`src/rtl/model_node_fp_pkg.sv`:
```
// Shared single-precision constants and the divider FSM state encoding.
package model_node_fp_pkg;

   localparam int unsigned FP_BIAS  = 127;
   localparam int unsigned FP_EXP_W = 8;
   localparam int unsigned FP_MAN_W = 23;
   localparam int unsigned DIV_ITER = 26;
   localparam int unsigned EXP_S_W  = 10;
   localparam int unsigned CNT_W    = 5;

   typedef enum logic [1:0] {
      IDLE  = 2'd0,
      CALC  = 2'd1,
      ROUND = 2'd2,
      DONE  = 2'd3
   } div_state_e;

endpackage

```
`src/rtl/model_layer_node_unit_fp_round.sv`:
```
// Round-to-nearest-even, overflow (saturate or infinity) and flush-to-zero
// for a normalized single-precision result; purely combinational.
module model_layer_node_unit_fp_round
   import model_node_fp_pkg::*;
#(
   parameter bit OVF_SAT = 1'b1
) (
   input  logic                       i_sign,
   input  logic signed [EXP_S_W-1:0]  i_exp,
   input  logic [FP_MAN_W-1:0]        i_man,
   input  logic                       i_guard,
   input  logic                       i_round,
   input  logic                       i_sticky,
   output logic [31:0]                o_res_c
);

   localparam logic signed [EXP_S_W-1:0] EXP_MAX = EXP_S_W'(254);
   localparam logic signed [EXP_S_W-1:0] EXP_MIN = EXP_S_W'(1);

   logic                      w_inc;
   logic [FP_MAN_W:0]         w_man_sum;
   logic signed [EXP_S_W-1:0] w_exp;

   // A mantissa carry-out leaves the low bits at zero, so only the exponent moves.
   always_comb begin
      w_inc     = i_guard & (i_round | i_sticky | i_man[0]);
      w_man_sum = {1'b0, i_man} + (FP_MAN_W + 1)'(w_inc);
      w_exp     = i_exp + EXP_S_W'(w_man_sum[FP_MAN_W]);
      if (w_exp > EXP_MAX) begin
         if (OVF_SAT)
            o_res_c = {i_sign, 8'hFE, 23'h7FFFFF};
         else
            o_res_c = {i_sign, 8'hFF, 23'h000000};
      end else if (w_exp < EXP_MIN) begin
         o_res_c = {i_sign, 31'b0};
      end else begin
         o_res_c = {i_sign, w_exp[FP_EXP_W-1:0], w_man_sum[FP_MAN_W-1:0]};
      end
   end

endmodule

```
`src/rtl/model_layer_node_unit_divider.sv`:
```
// Iterative IEEE-754 single-precision divider (restoring, one bit per cycle).
// Optional zero/divide-by-zero handling with dz flag: NODE_DIV_SPECIAL_EN.
module model_layer_node_unit_divider
   import model_node_fp_pkg::*;
#(
   parameter bit OVF_SAT = 1'b1
) (
   input  logic        clk,
   input  logic        rst_n,
   input  logic        in_valid,
   output logic        in_ready,
   input  logic [31:0] a,
   input  logic [31:0] b,
   output logic        out_valid,
   input  logic        out_ready,
   output logic [31:0] c
`ifdef NODE_DIV_SPECIAL_EN
   ,
   output logic        dz
`endif
);

   div_state_e                r_state;
   logic [CNT_W-1:0]          r_cnt;
   logic                      r_sign;
   logic signed [EXP_S_W-1:0] r_exp;
   logic [24:0]               r_rem;
   logic [23:0]               r_mb;
   logic [DIV_ITER-1:0]       r_quo;
   logic                      r_rnd_ph;
`ifdef NODE_DIV_SPECIAL_EN
   logic                      r_spec;
   logic                      r_dz;
   logic [31:0]               r_spec_res;
   logic                      w_a_zero;
   logic                      w_b_zero;
`endif

   logic [25:0]               w_diff;
   logic                      w_ge;
   logic [24:0]               w_rem_nxt;
   logic                      w_norm;
   logic [FP_MAN_W-1:0]       w_man;
   logic                      w_guard;
   logic                      w_round;
   logic                      w_sticky;
   logic signed [EXP_S_W-1:0] w_exp;
   logic [31:0]               w_res_c;

   // One restoring step; the remainder always stays below twice the divisor.
   always_comb begin
      w_diff    = {1'b0, r_rem} - {2'b0, r_mb};
      w_ge      = ~w_diff[25];
      w_rem_nxt = (w_ge ? w_diff[24:0] : r_rem) << 1;
   end

   // Quotient below 1.0 needs one left shift; the lost round bit folds into sticky.
   always_comb begin
      w_norm   = r_quo[DIV_ITER-1];
      w_man    = w_norm ? r_quo[24:2] : r_quo[23:1];
      w_guard  = w_norm ? r_quo[1]    : r_quo[0];
      w_round  = w_norm ? r_quo[0]    : 1'b0;
      w_sticky = |r_rem;
      w_exp    = w_norm ? r_exp : r_exp - EXP_S_W'(1);
   end

`ifdef NODE_DIV_SPECIAL_EN
   always_comb begin
      w_a_zero = (a[30:23] == 8'h00);
      w_b_zero = (b[30:23] == 8'h00);
   end
`endif

   model_layer_node_unit_fp_round #(
      .OVF_SAT (OVF_SAT)
   ) u_round (
      .i_sign   (r_sign),
      .i_exp    (w_exp),
      .i_man    (w_man),
      .i_guard  (w_guard),
      .i_round  (w_round),
      .i_sticky (w_sticky),
      .o_res_c  (w_res_c)
   );

   // Control FSM; ROUND spends one cycle loading c, then raises out_valid.
   always_ff @(posedge clk or negedge rst_n) begin
      if (!rst_n) begin
         r_state    <= IDLE;
         r_cnt      <= '0;
         r_sign     <= 1'b0;
         r_exp      <= '0;
         r_rem      <= '0;
         r_mb       <= '0;
         r_quo      <= '0;
         r_rnd_ph   <= 1'b0;
         in_ready   <= 1'b1;
         out_valid  <= 1'b0;
         c          <= '0;
`ifdef NODE_DIV_SPECIAL_EN
         r_spec     <= 1'b0;
         r_dz       <= 1'b0;
         r_spec_res <= '0;
         dz         <= 1'b0;
`endif
      end else begin
         case (r_state)
            IDLE: begin
               if (in_valid) begin
                  in_ready <= 1'b0;
                  r_sign   <= a[31] ^ b[31];
                  r_exp    <= EXP_S_W'(a[30:23]) - EXP_S_W'(b[30:23]) + EXP_S_W'(FP_BIAS);
                  r_rem    <= {1'b0, 1'b1, a[22:0]};
                  r_mb     <= {1'b1, b[22:0]};
                  r_quo    <= '0;
                  r_cnt    <= '0;
                  r_rnd_ph <= 1'b0;
`ifdef NODE_DIV_SPECIAL_EN
                  r_spec     <= w_a_zero | w_b_zero;
                  r_dz       <= w_b_zero;
                  r_spec_res <= w_b_zero ? {a[31] ^ b[31], 8'hFF, 23'h0}
                                         : {a[31] ^ b[31], 31'b0};
                  r_state    <= (w_a_zero | w_b_zero) ? ROUND : CALC;
`else
                  r_state  <= CALC;
`endif
               end
            end
            CALC: begin
               r_quo <= {r_quo[DIV_ITER-2:0], w_ge};
               r_rem <= w_rem_nxt;
               if (r_cnt == CNT_W'(DIV_ITER - 1)) begin
                  r_cnt   <= '0;
                  r_state <= ROUND;
               end else begin
                  r_cnt <= r_cnt + CNT_W'(1);
               end
            end
            ROUND: begin
               if (!r_rnd_ph) begin
                  r_rnd_ph <= 1'b1;
`ifdef NODE_DIV_SPECIAL_EN
                  c  <= r_spec ? r_spec_res : w_res_c;
                  dz <= r_dz;
`else
                  c  <= w_res_c;
`endif
               end else begin
                  r_rnd_ph  <= 1'b0;
                  out_valid <= 1'b1;
                  r_state   <= DONE;
               end
            end
            DONE: begin
               if (out_ready) begin
                  out_valid <= 1'b0;
                  in_ready  <= 1'b1;
                  r_state   <= IDLE;
               end
            end
            default: r_state <= IDLE;
         endcase
      end
   end

endmodule
```
`config.mk`:
```
export PLATFORM = sky130hd
export DESIGN_NAME = model_layer_node_unit_divider
export DESIGN_NICKNAME = d
export VERILOG_FILES = /design/src/rtl/model_node_fp_pkg.sv /design/src/rtl/model_layer_node_unit_fp_round.sv /design/src/rtl/model_layer_node_unit_divider.sv
export SDC_FILE = /design/constraint.sdc
export NUM_CORES = 1
export LEC_CHECK = 0
export ABC_CLOCK_PERIOD_IN_PS = 12060
export CAP_MARGIN = 20
export CORE_ASPECT_RATIO = 0.6
export CORE_MARGIN = 5
export CORE_UTILIZATION = 35
export CTS_CLUSTER_DIAMETER = 150
export DETAILED_ROUTE_END_ITERATION = 16
export SLEW_MARGIN = 20
export SYNTH_ARGS = -nofsm -noshare
export SYNTH_HDL_FRONTEND = slang
export SYNTH_SLANG_ARGS = --single-unit
```
`constraint.sdc`:
```
create_clock -name clk -period 12.06 [get_ports clk]
set_input_delay 1.206 -clock clk [delete_from_list [all_inputs] [get_ports clk]]
set_output_delay 1.206 -clock clk [all_outputs]
set_load 0.01 [all_outputs]
```
# Yosys cells after proc, flatten, opt, wreduce, memory -nomap -nowiden
# Cells that the tools add are included.
# totals
input_bits	68
output_inout_bits	34
wordCells	74
regBits	128
# classes
n_eq_ne	8
n_reduce_logical	13
n_bitwise	6
n_addsub	7
magnitude_cmp	2
mux	27
# op_table
op	count
31-bit two-way mux	2
26-bit case mux with 2 select lines	1
25-bit case mux with 2 select lines	1
26-bit two-way mux	1
25-bit by 24-bit subtractor with 26-bit output	1
25-bit two-way mux	1
25-bit OR reduction	1
23-bit by 1-bit adder with 24-bit output	1
24-bit two-way mux	1
23-bit two-way mux	1
10-bit by 1-bit adder with 10-bit output	1
9-bit by 8-bit adder with 10-bit output (second input constant)	1
10-bit by 9-bit > comparator with 1-bit output (second input constant)	1
10-bit by 2-bit < comparator with 1-bit output (second input constant)	1
10-bit two-way mux	1
5-bit two-way mux	2
5-bit case mux with 2 select lines	1
10-bit by 2-bit subtractor with 10-bit output (second input constant)	1
8-bit by 8-bit subtractor with 9-bit output	1
2-bit two-way mux	4
2-bit != test (second input constant)	4
2-bit case mux with 4 select lines	1
2-bit AND reduction	4
2-bit nonzero test	4
13 further kinds	25

# Logic depth before layout (Yosys ltp)
# Gate-level depths: netlist of run 1.
# logic_depth
depth_word	9
mapped_depth	19

# Cells and area by module
# From an unflattened synthesis of run 1, not the netlist that was laid out.
# unflattened
cells_unflattened	909
hier_area_um2	8752.1
# by_module_without_submodules
module	cells_each	n_inst	area_each_um2	seq_area_each_um2
model_layer_node_unit_divider	731	1	7516.0	3204.3
model_layer_node_unit_fp_round	178	1	1236.2	0.0

# Worst setup path before layout of run 1
# OpenSTA, ideal clock, no wires.
# synth_path
path_kind	flip-flop to flip-flop
startpoint	register r_quo[25]
endpoint	register c[25]
path_stages_with_launch	20
arrival_ns	4.246
n_path_buf	4
period_less_slack_ns	4.382
slack_ns	7.678
cell_sequence	dfrtp_1 > buf_2 > buf_2 > nand2b_1 > a2111o_1 > nor4_1 > nand3_1 > nor2_1 > ha_1 > ha_1 > nand2_1 > mux2_2 > a21o_1 > a2111oi_0 > a31oi_1 > o31a_1 > buf_4 > buf_6 > nand2_1 > a21oi_1
# synth_between
elab_chain_cells	9
word_cells_on_any_way	13
classes_between	2 x add/sub; 2 x order compare; 6 x mux; 3 x bitwise
# synth_lines
item	line	source
start: declaration	model_layer_node_unit_divider.sv:29	logic [DIV_ITER-1:0] r_quo;
start signal: assignment	model_layer_node_unit_divider.sv:130	r_quo <= {r_quo[DIV_ITER-2:0], w_ge};
1-bit two-way mux	model_layer_node_unit_divider.sv:62	w_round = w_norm ? r_quo[0] : 1'b0;
1-bit bitwise OR (2 in a row)	model_layer_node_unit_fp_round.sv:26	w_inc = i_guard & (i_round | i_sticky | i_man[0]);
1-bit bitwise AND	model_layer_node_unit_fp_round.sv:26	
23-bit by 1-bit adder with 24-bit output	model_layer_node_unit_fp_round.sv:27	w_man_sum = {1'b0, i_man} + (FP_MAN_W + 1)'(w_inc);
10-bit by 1-bit adder with 10-bit output (*)	model_layer_node_unit_fp_round.sv:28	w_exp = i_exp + EXP_S_W'(w_man_sum[FP_MAN_W]);
10-bit by 2-bit < comparator with 1-bit output	model_layer_node_unit_fp_round.sv:34	end else if (w_exp < EXP_MIN) begin
31-bit two-way mux	model_layer_node_unit_fp_round.sv:34	
31-bit two-way mux (*)	model_layer_node_unit_fp_round.sv:29	if (w_exp > EXP_MAX) begin
end signal: assignment	model_layer_node_unit_divider.sv:146	c <= w_res_c;
end: declaration	model_layer_node_unit_divider.sv:16	output logic [31:0] c
# Mark *: on every way between the ends. The rest lies on a longest branch, timed or not.
# A chain may end at the register's enable or synchronous reset.

# Worst setup path after layout of run 1
# layout_path
startpoint	register r_quo[25]
endpoint	register c[23]
# The elaborated chain is that of the path after synthesis.

==> results by group, run 1 <==
Cells and area
  – Fillers: 2,376
  – P&R area growth vs syn: 22.2%
  – Fin nets: 1,181
  – Ant diodes: 0
  – Design Area, Final: 10,600 µm²
  – Non-Filler Instances: 1,403
  – Layout cells sized above 1: 0.0897

Min path
  – Hold Path End: r_mb[23]
  – Hold path startpoint: r_mb[23]
  – Hold Path Cell Cnt: 2
  – Worst Hold Class: flop to flop

STA
  – RSZ-0062 raised after global routing: no
  – Setup violators final: 0
  – Worst-Margin Slew: 1090 ps
  – Maximum clock rate: 0.180 GHz
  – Fin crit share: 0.461
  – Post-Route Skew: 7.59 ps
  – Post-layout min period: 5560 ps
  – Min Hold Slack: 446 ps
  – Fin Setup TNS: 0 ps
  – Hold Fails Final Rpt: 0
  – Fin. max-slew vios: 0
  – Slew HR: 0.264

Global routing
  – Vias in the first global route: 7,254
  – Initial antenna violation count: 0
  – First-pass GRT wire length: 39,600 µm
  – Largest net degree at the start of global routing: 67
  – Remaining global-route overflow: 0
  – Tot GR Track Use: 0.173

Die
  – Row count: 44
  – Starting Density: 0.358
  – Die height: 132 µm
  – Ports: 102
  – Core ar.: 24,300 µm²
  – Die area: 28,200 µm²
  – Die width: 213 µm

Logic synthesis
  – Top FF cell, synth: dfrtp_1
  – Number of synthesized flops with an enable pin: 0
  – Syn_nets: 1,103
  – Seq cells post-synth: 128
  – Yosys top cell area share: 0.366
  – Leading post-synthesis cells by cell area: dfrtp_1, ha_1, a21oi_1
  – Cells after synthesis: 990
  – Total number of yosys warnings: 0
  – Asr flop ratio synth: 1.00
  – Synth Cell Area: 8680 µm²
  – Syn avg cell area: 8.77 µm²
  – Seq/Total Area, Yosys: 0.369
  – Distinct cells, synth: 72
  – Post-synth top area cell: dfrtp_1

Power and ir drop
  – Peak supply drop: 0.110 mV
  – Leakage dissipation: 4.35 nW
  – PwrDens: 286 nW/µm²

CTS
  – Clock buffer depth: 2
  – Clk slew on worst S/H paths: 60 ps
  – H-tree depth: 4
  – Post-CTS setup buffers: 0
  – Root Buffer: clkbuf_16
  – CTS tree: built
  – Cts repair resizes: 0
  – CTS buffer count: 17
  – Worst-Skew Late Latency: 430 ps
  – Clk sinks: 128
  – # hold bufs at CTS: 0

Critical path
  – Reg-to-reg startpoint: r_quo[25]
  – Setup crit end kind: flop
  – Required time of the critical path: 12,370 ps
  – R2R depth: 15
  – Max Fanout on Critical Path: 57
  – Crit Path Class: flop to flop
  – Crit-path slowest cell: nor4_1
  – Reg2reg end: c[23]
  – Arr. time, crit path: 5880 ps
  – Startpoint Class: flop
  – Worst path cell trace: buf_4 > nand2_1 > a2111o_1 > nor4_1 > nand3_1 > nor2_1 > ha_1 > ha_1 > nand2_1 > mux2_2 > a21o_1 > a2111oi_0 > a31oi_1 > o31a_2 > a32o_1
  – Reg2Reg Setup Slack: 6500 ps
  – CP max stage delay: 920 ps

Detailed routing
  – Final wirelength: 24,000 µm
  – Post-route ant nets: 0
  – # DRC: 0
  – Wire per inst: 17.1 µm
  – Via/cell ratio: 5.41
  – TritonRoute pass-1 iters: 5
  – Initial DRC count: 594
  – Total number of vias: 7,597

Status
  – Status: finished, final reports clean

Place
  – DP HPWL: 17,100 µm
  – PortBufs: 101
  – GP Congestion: 0.926
  – Placed cells: 1,371
  – Placed inst area: 9980 µm²

Job
  – Max-capacitance violation count: 0
per-layer routing:
metal,vias up,track usage,share of wire
met4,0,0.0367,0.013
met1,3693,0.273,0.53
met2,171,0.233,0.40
met3,26,0.0488,0.057
li1,3707,-,-
met5,-,0,0
logic make-up (layout without fill, tap and decap cells):
logic type,after synthesis,after routing,synth area share
DFF,128,128,0.369
xor gates and xnor gates,65,65,0.0664
AOI/OAI and AO/OA,262,262,0.196
and+or+nand+nor,328,328,0.181
buffers and inverters,103,194,0.0477
adders and majority gates,45,45,0.0666
muxes,59,59,0.0722
sequential cells by signal, indices dropped and copies added, names as in the netlist:
register   flops
r_sign         1
r_state        2
r_cnt          5
r_quo         26
r_mb          24
r_exp         10
r_rem         25
r_rnd_ph       1
in_ready       1
c             32
out_valid      1
through the flow:
step           power (W)   util  setup slack, ps
2_1_floorplan    0.00196      -             7680
3_3_place_gp     0.00245  0.411             6520
3_5_place_dp     0.00247  0.411             6330
4_1_cts          0.00304  0.437             6290
5_1_grt          0.00328  0.437             6140
6_report         0.00304  0.437             6500
cell type report:
type                       instances  area, µm²  area share
sequential                       128       3210       0.302
clock buffer                      29        561      0.0528
inverter                          49        184      0.0173
tap                              322        403      0.0380
timing repair buffer             113       1100       0.104
multi-input combinational        759       5090       0.480
clock inverter                     3       65.1     0.00613
cell usage after synthesis, types with 8 or more instances:
master    number
a21oi_1       81
a31oi_1       11
nor3_1        25
mux2_2        29
nor2b_1       11
or3_1         10
xnor2_1       32
nand2b_1      16
o31ai_1        9
mux2i_1       30
dfrtp_1      127
nand4_1        8
nor2_1        82
nand3_1       29
ha_1          43
a22o_1        26
o21ai_0       59
nor4_1        11
nand2_1      104
clkbuf_1      37
xor2_1        32
inv_1         49
o22ai_1       11
power by group:
part	switching, W	internal [W]
logic	0.00100	0.000731
registers	0.000156	0.000600
clock network	0.000190	0.000354
total	0.00135	0.00168
critical path, delay by kind of cell (launching register included):
kind	cells	cell delay [ps]
fa+ha+maj	2	530
mux	1	290
flops	1	330
simple gates	5	1620
buf+inv	1	520
compound gates	6	2120
how the worst max path moves through the flow:
stage,from,end,slack (ps)
floorplan,r_quo[25],c[25],7680
CTS,r_quo[25],c[0],6290
detailed placement,r_quo[25],c[0],6330
global route,r_quo[25],c[23],6140
finish,r_quo[25],c[23],6500
global placement,r_quo[25],c[0],6520
placed cells by master, fill, tap and decap left out, drive strengths merged, types with 30 or more instances in the layout:
cell type	n
nand2	104
o21ai	61
inv	49
xnor2	32
xor2	33
clkdlybuf4s50	100
a21oi	81
mux2i	30
dfrtp	127
ha	43
nor2	82
Power figures use the tool's default switching activity.
==> inputs of run 2 (changes only) <==
Settings changed: ABC_CLOCK_PERIOD_IN_PS 12060 to 5500.
Clock period 12.06 ns to 5.5 ns, I/O delays scaled along.
==> run 2 against run 1 <==
Compared with the run above: power increased by 120%; clock skew increased by 4.3 ps; critical endpoint is now c[0]; global-route usage about the same; sequential power increased by 120%; highest routed layer is now met5.
==> results by group, run 2 (synthesis gave the netlist of run 1 again) <==
CTS
  – Clk sinks: 128 (unchanged)
  – CTS buffer count: 17 (unchanged)
  – Worst-Skew Late Latency: 430 ps (about the same)
  – # hold bufs at CTS: 0 (unchanged)
  – Post-CTS setup buffers: 0 (unchanged)
  – Clock buffer depth: 2 (unchanged)
  – CTS tree: built
  – Clk slew on worst S/H paths: 60 ps (about the same)
  – H-tree depth: 4 (unchanged)
  – Cts repair resizes: 0 (unchanged)
  – Root Buffer: clkbuf_16

Critical path
  – Crit Path Class: flop to flop
  – Reg-to-reg startpoint: r_quo[25]
  – Setup crit end kind: flop
  – Startpoint Class: flop
  – Required time of the critical path: 5790 ps (-6580 ps)
  – Arr. time, crit path: 5080 ps (-800 ps)
  – Critical path launch point: r_quo[25]
  – Max Fanout on Critical Path: 17 (-70%)

Global routing
  – Vias in the first global route: 7,128 (-1.7%)
  – Initial antenna violation count: 1 (+1)
  – First-pass GRT wire length: 39,600 µm (about the same)
  – Largest net degree at the start of global routing: 83 (+24%)
  – Remaining global-route overflow: 0 (unchanged)
  – Tot GR Track Use: 0.173 (about the same)

Power and ir drop
  – Clock share of power: 0.177 (-0.002)
  – Net Sw Power: 0.00298 W (+120%)
  – Gate power share: 0.576 (+0.004)
  – Internal Pwr Total: 0.00369 W (+120%)
  – Seq pwr share: 0.248 (about the same)
  – Leakage dissipation: 4.35 nW (about the same)
  – PwrDens: 628 nW/µm² (+120%)
  – Switching share of power: 0.447 (+0.00175)
  – Peak supply drop: 0.346 mV (+210%)

Cells and area
  – Layout cells sized above 1: 0.0895 (-0.000248)
  – Leading cell type in the layout, fill and taps excluded: dfrtp_1
  – Largest registers: c: 32 flops, r_quo: 26 flops, r_rem: 25 flops
  – Non-Filler Instances: 1,406 (+0.21%)
  – Ant diodes: 0 (unchanged)
  – Max reg flops: 32 (unchanged)
  – Most flops, register: c
  – Fin nets: 1,185 (+0.34%)
  – Fin util: 0.437 (about the same)
  – Commonest cells after routing, fill and taps aside: dfrtp_1, nand2_1, clkdlybuf4s50_1
  – P&R area growth vs syn: 22.3% (about the same)

Die
  – Starting Density: 0.358 (unchanged)
  – Row count: 44 (unchanged)
  – Ports: 102 (unchanged)
  – Die width: 213 µm (unchanged)
  – Die area: 28,200 µm² (unchanged)
  – Die height: 132 µm (unchanged)
  – Core ar.: 24,300 µm² (unchanged)

Detailed routing
  – Post-route ant nets: 0 (unchanged)
  – Wire per inst: 17.3 µm (+1.2%)
  – Initial DRC count: 702 (+18%)
  – TritonRoute pass-1 iters: 5 (unchanged)
  – Final wirelength: 24,300 µm (+1.4%)
  – Total number of vias: 7,602 (+0.066%)
  – Via/cell ratio: 5.41 (-0.15%)
  – # DRC: 0 (unchanged)

STA
  – Setup violators final: 0 (unchanged)
  – Post-layout min period: 4790 ps (-775 ps)
  – Maximum clock rate: 0.209 GHz (+16%)
  – Slew HR: 0.412 (+0.148)
  – Fin crit share: 0.871 (+0.409)
  – Fin. max-slew vios: 0 (unchanged)
  – RSZ-0062 raised after global routing: no
  – Post-Route Skew: 11.9 ps (+4.32 ps)
  – Hold Fails Final Rpt: 0 (unchanged)
  – Worst-Margin Slew: 881 ps (-212 ps)
  – Fin Setup TNS: 0 ps (unchanged)

Place
  – PortBufs: 101 (unchanged)
  – DP HPWL: 17,500 µm (+2.9%)
  – Placed cells: 1,375 (+0.29%)
  – GP Congestion: 0.920 (-0.72%)

Min path
  – Worst Hold Class: primary input to async pin

Job
  – Max-capacitance violation count: 0 (unchanged)

Status
  – Status: finished, final reports clean
run 2: changes by cell type in the layout (fill, tap and decap cells not counted), sizes merged:
| cell | before | now |
|---|---|---|
| bufinv | 2 | 3 |
| clkbuf | 29 | 26 |
| clkinvlp | 0 | 1 |
| buf | 13 | 17 |
run 2: metal layers:
layer,track usage,part of all wire,routed length [µm]
met1,0.278,0.53,12800
met2,0.233,0.41,9870
met3,0.0445,0.060,1460
met4,0.0311,0.0067,163
met5,0,0.00029,7
run 2: worst paths after layout:
kind | endpoint | slack, ps | depth (start not counted)
worst max-delay path | c[0] | 710 | 18
worst min-delay path | r_rem[9] | 150 | 1
worst max register to register | c[0] | 710 | 18
worst min register to register | r_mb[23] | 460 | 2
max in group asynchronous | r_exp[7] | 4230 | 2
min in group clk | r_mb[23] | 460 | 2
run 2: power by group through the flow:
stage,Clock [W],Sequential [W],Combinational [W]
2_1_floorplan,0,0.00160,0.00270
3_3_place_gp,0,0.00166,0.00373
3_5_place_dp,0,0.00166,0.00379
4_1_cts,0.00121,0.00165,0.00381
5_1_grt,0.00125,0.00170,0.00422
6_report,0.00118,0.00165,0.00384
run 2: final cells by class:
cell class / count / area [µm²]
inverters: 49 / 184
well taps: 322 / 403
clock buffers: 26 / 499
clock inverters: 5 / 103
multi-input cells: 759 / 5090
flip-flops and latches: 128 / 3210
repair buffers: 117 / 1130
fillers: 2411 / 13700
run 2: per-stage QoR:
step / total power, W / hold slack, ps / cell area (µm²) / worst slack [ps]
6_report: 0.00667 / 151 / 10600 / 710
5_1_grt: 0.00717 / 237 / 10600 / 237
4_1_cts: 0.00667 / 210 / 10600 / 700
3_5_place_dp: 0.00545 / 452 / 10000 / 751
3_3_place_gp: 0.00538 / 433 / 10000 / 839
2_1_floorplan: 0.00429 / 254 / 8680 / 1120
run 2: worst max-delay path, stage by stage, from the launching register on:
cell and delay, ps:
dfrtp_2 490, buf_4 290, mux2i_1 100, a2111o_1 390
nor4_1 290, buf_4 210, nand3_1 120, nor2_1 160
ha_1 210, ha_1 290, nand2b_1 80, mux2_2 290
a21o_1 150, a2111oi_0 390, a31oi_1 120, o31a_1 550
buf_4 290, o311ai_0 100, a21oi_1 120
==> inputs of run 3 (changes only) <==
Settings changed: CORE_ASPECT_RATIO 0.6 to 0.5, CORE_UTILIZATION 35 to 30, PLACE_DENSITY_LB_ADDON from default to 0.12.
==> run 3 against run 2 <==
Compared with the run above: worst setup slack worse by 110 ps; design area up 0.62%; core utilization down 6.6 points; first-iteration DRC count down 28%; critical endpoint unchanged; global-route usage down 1.9 points; sequential cell count unchanged; sequential share of layout area down 0.19 points; critical path type unchanged.
==> results by group, run 3 (synthesis gave the netlist of run 1 again) <==
STA
  – RSZ-0062 raised after global routing: no
  – Post-Route Skew: 8.02 ps (-3.90 ps)
  – Setup ws final: 602 ps (-108 ps)
  – Slew HR: 0.441 (+0.0288)
  – Hold Fails Final Rpt: 0 (unchanged)
  – Setup violators final: 0 (unchanged)
  – Min Hold Slack: 169 ps (+18.3 ps)
  – Fin crit share: 0.890 (+0.0196)
  – Maximum clock rate: 0.204 GHz (-2.2%)
  – Fin Setup TNS: 0 ps (unchanged)
  – Post-layout min period: 4900 ps (+108 ps)
  – Worst-Margin Slew: 839 ps (-42.2 ps)
  – Fin. max-slew vios: 0 (unchanged)

Critical path
  – Setup crit end kind: flop
  – Reg2reg end: c[0]
  – CP max stage delay: 680 ps (+130 ps)
  – R2R depth: 17 (-1)
  – Worst path cell trace: nand2_1 > a2111o_1 > nor4_1 > buf_4 > nand3_1 > nor2_1 > ha_1 > ha_1 > nand2_1 > mux2_2 > a21o_1 > a2111oi_0 > a31oi_1 > o31a_1 > buf_4 > o311ai_0 > a21oi_1
  – Startpoint Class: flop
  – Required time of the critical path: 5820 ps (+30 ps)
  – Reg2Reg Setup Slack: 600 ps (-110 ps)
  – Arr. time, crit path: 5220 ps (+140 ps)
  – Reg-to-reg startpoint: r_quo[25]
  – Crit Path Class: flop to flop
  – Crit-path slowest cell: dfrtp_2
  – Max Fanout on Critical Path: 24 (+7)

Global routing
  – Initial antenna violation count: 0 (-1)
  – Vias in the first global route: 7,638 (+7.2%)
  – Tot GR Track Use: 0.155 (-0.0185)
  – First-pass GRT wire length: 40,600 µm (+2.7%)
  – Remaining global-route overflow: 0 (unchanged)
  – Largest net degree at the start of global routing: 83 (unchanged)

Place
  – GP Congestion: 0.817 (-11%)
  – PortBufs: 101 (unchanged)
  – Pre-CTS setup slack: 643 ps (-107 ps)
  – DP HPWL: 17,300 µm (-1.7%)

Die
  – Core ar.: 28,700 µm² (+18%)
  – Starting Density: 0.302 (-0.0555)
  – Row count: 44 (unchanged)
  – Die width: 251 µm (+17%)
  – Die area: 32,600 µm² (+16%)
  – Ports: 102 (unchanged)
  – Die height: 130 µm (-1.3%)

Detailed routing
  – Met3 routed WL: 831 µm (-43%)
  – Via/cell ratio: 5.10 (-5.7%)
  – Top routing layer used: met4
  – Met2 WL: 11,600 µm (+17%)
  – # DRC: 0 (unchanged)
  – Wire per inst: 16.6 µm (-4.0%)
  – TritonRoute pass-1 iters: 5 (unchanged)
  – Total number of vias: 7,524 (-1.0%)
  – Initial DRC count: 504 (-28%)
  – Final wirelength: 24,500 µm (+0.70%)
  – Post-route ant nets: 0 (unchanged)
  – Wl on met1: 11,800 µm (-7.9%)

CTS
  – Post-CTS setup buffers: 0 (unchanged)
  – H-tree depth: 4 (unchanged)
  – Cts repair resizes: 0 (unchanged)
  – CTS tree: built
  – Worst-Skew Late Latency: 440 ps (about the same)
  – Clk sinks: 128 (unchanged)
  – # hold bufs at CTS: 0 (unchanged)
  – Root Buffer: clkbuf_16
  – Clk slew on worst S/H paths: 60 ps (about the same)
  – Clock buffer depth: 2 (unchanged)
  – CTS buffer count: 17 (unchanged)

Cells and area
  – Commonest cells after routing, fill and taps aside: dfrtp_1, nand2_1, clkdlybuf4s50_1
  – Most flops, register: c
  – Ant diodes: 0 (unchanged)
  – P&R area growth vs syn: 23.0%
  – Max reg flops: 32 (unchanged)
  – Largest registers: c: 32 flops, r_quo: 26 flops, r_rem: 25 flops
  – Leading cell type in the layout, fill and taps excluded: dfrtp_1
  – Layout cells sized above 1: 0.0913 (+0.00185)
  – Fin nets: 1,184 (-0.084%)

Job
  – Max-capacitance violation count: 0 (unchanged)

Power and ir drop
  – Total power: 0.00662 W (-0.72%)
  – Leakage dissipation: 4.34 nW (-0.19%)
  – Peak supply drop: 0.268 mV (-23%)
  – PwrDens: 620 nW/µm² (-1.3%)

Status
  – Status: finished, final reports clean

Min path
  – Worst Hold Class: primary input to async pin
==> run 3: cell types whose count changed in the layout (fill, tap and decap cells not counted) <==
cell | previous run | this run
buf_4 | 16 | 15
clkbuf_1 | 5 | 3
clkbuf_8 | 4 | 1
clkinv_2 | 1 | 5
clkinv_4 | 0 | 1
clkinvlp_4 | 1 | 2
==> run 3: metrics by stage <==
step | std cells | cell area, µm² | util
final | 1475 | 10700 | 0.372
after global routing | 1475 | 10700 | 0.372
after CTS | 1475 | 10700 | 0.372
after detailed placement | 1443 | 10100 | 0.351
after global placement | 1443 | 10100 | 0.351
after floorplan | 990 | 8680 | -
==> run 3: worst max-delay path: cells and delay by family, from the launching register on <==
| kind | cells | cell delay (ps) |
|---|---|---|
| adders and majority gates | 2 | 490 |
| DFF | 1 | 680 |
| AOI/OAI and AO/OA | 7 | 2000 |
| and+or+nand+nor | 5 | 820 |
| muxes | 1 | 290 |
| buffers and inverters | 2 | 510 |
==> run 3: cell type report <==
type                       count  area (µm²)
fill                        2996       18100
timing repair buffer         116        1120
sequential                   128        3210
tap                          391         489
clock inverter                11         139
inverter                      49         184
clock buffer                  21         450
multi-input combinational    759        5090
==> run 3: worst max path at each step <==
stage / end / startpoint
finish: c[0] / r_quo[25]
global route: c[8] / r_quo[25]
CTS: c[0] / r_quo[25]
detailed placement: c[0] / r_quo[25]
global placement: c[0] / r_quo[25]
floorplan: c[25] / r_quo[25]
==> run 3: where the power goes <==
| part | total, W | leakage [nW] | internal, W | switching [W] |
|---|---|---|---|---|
| clock | 0.00117 | 0.287 | 0.000720 | 0.000455 |
| sequential | 0.00166 | 1.56 | 0.00131 | 0.000344 |
| combinational | 0.00378 | 2.49 | 0.00161 | 0.00218 |
| total | 0.00662 | 4.34 | 0.00364 | 0.00298 |
==> run 3: layer usage <==
layer / vias to the layer above / track usage
met2: 113 / 0.254
met4: 0 / 0.0426
li1: 3707 / -
met5: - / 0
met1: 3679 / 0.206
met3: 25 / 0.0382
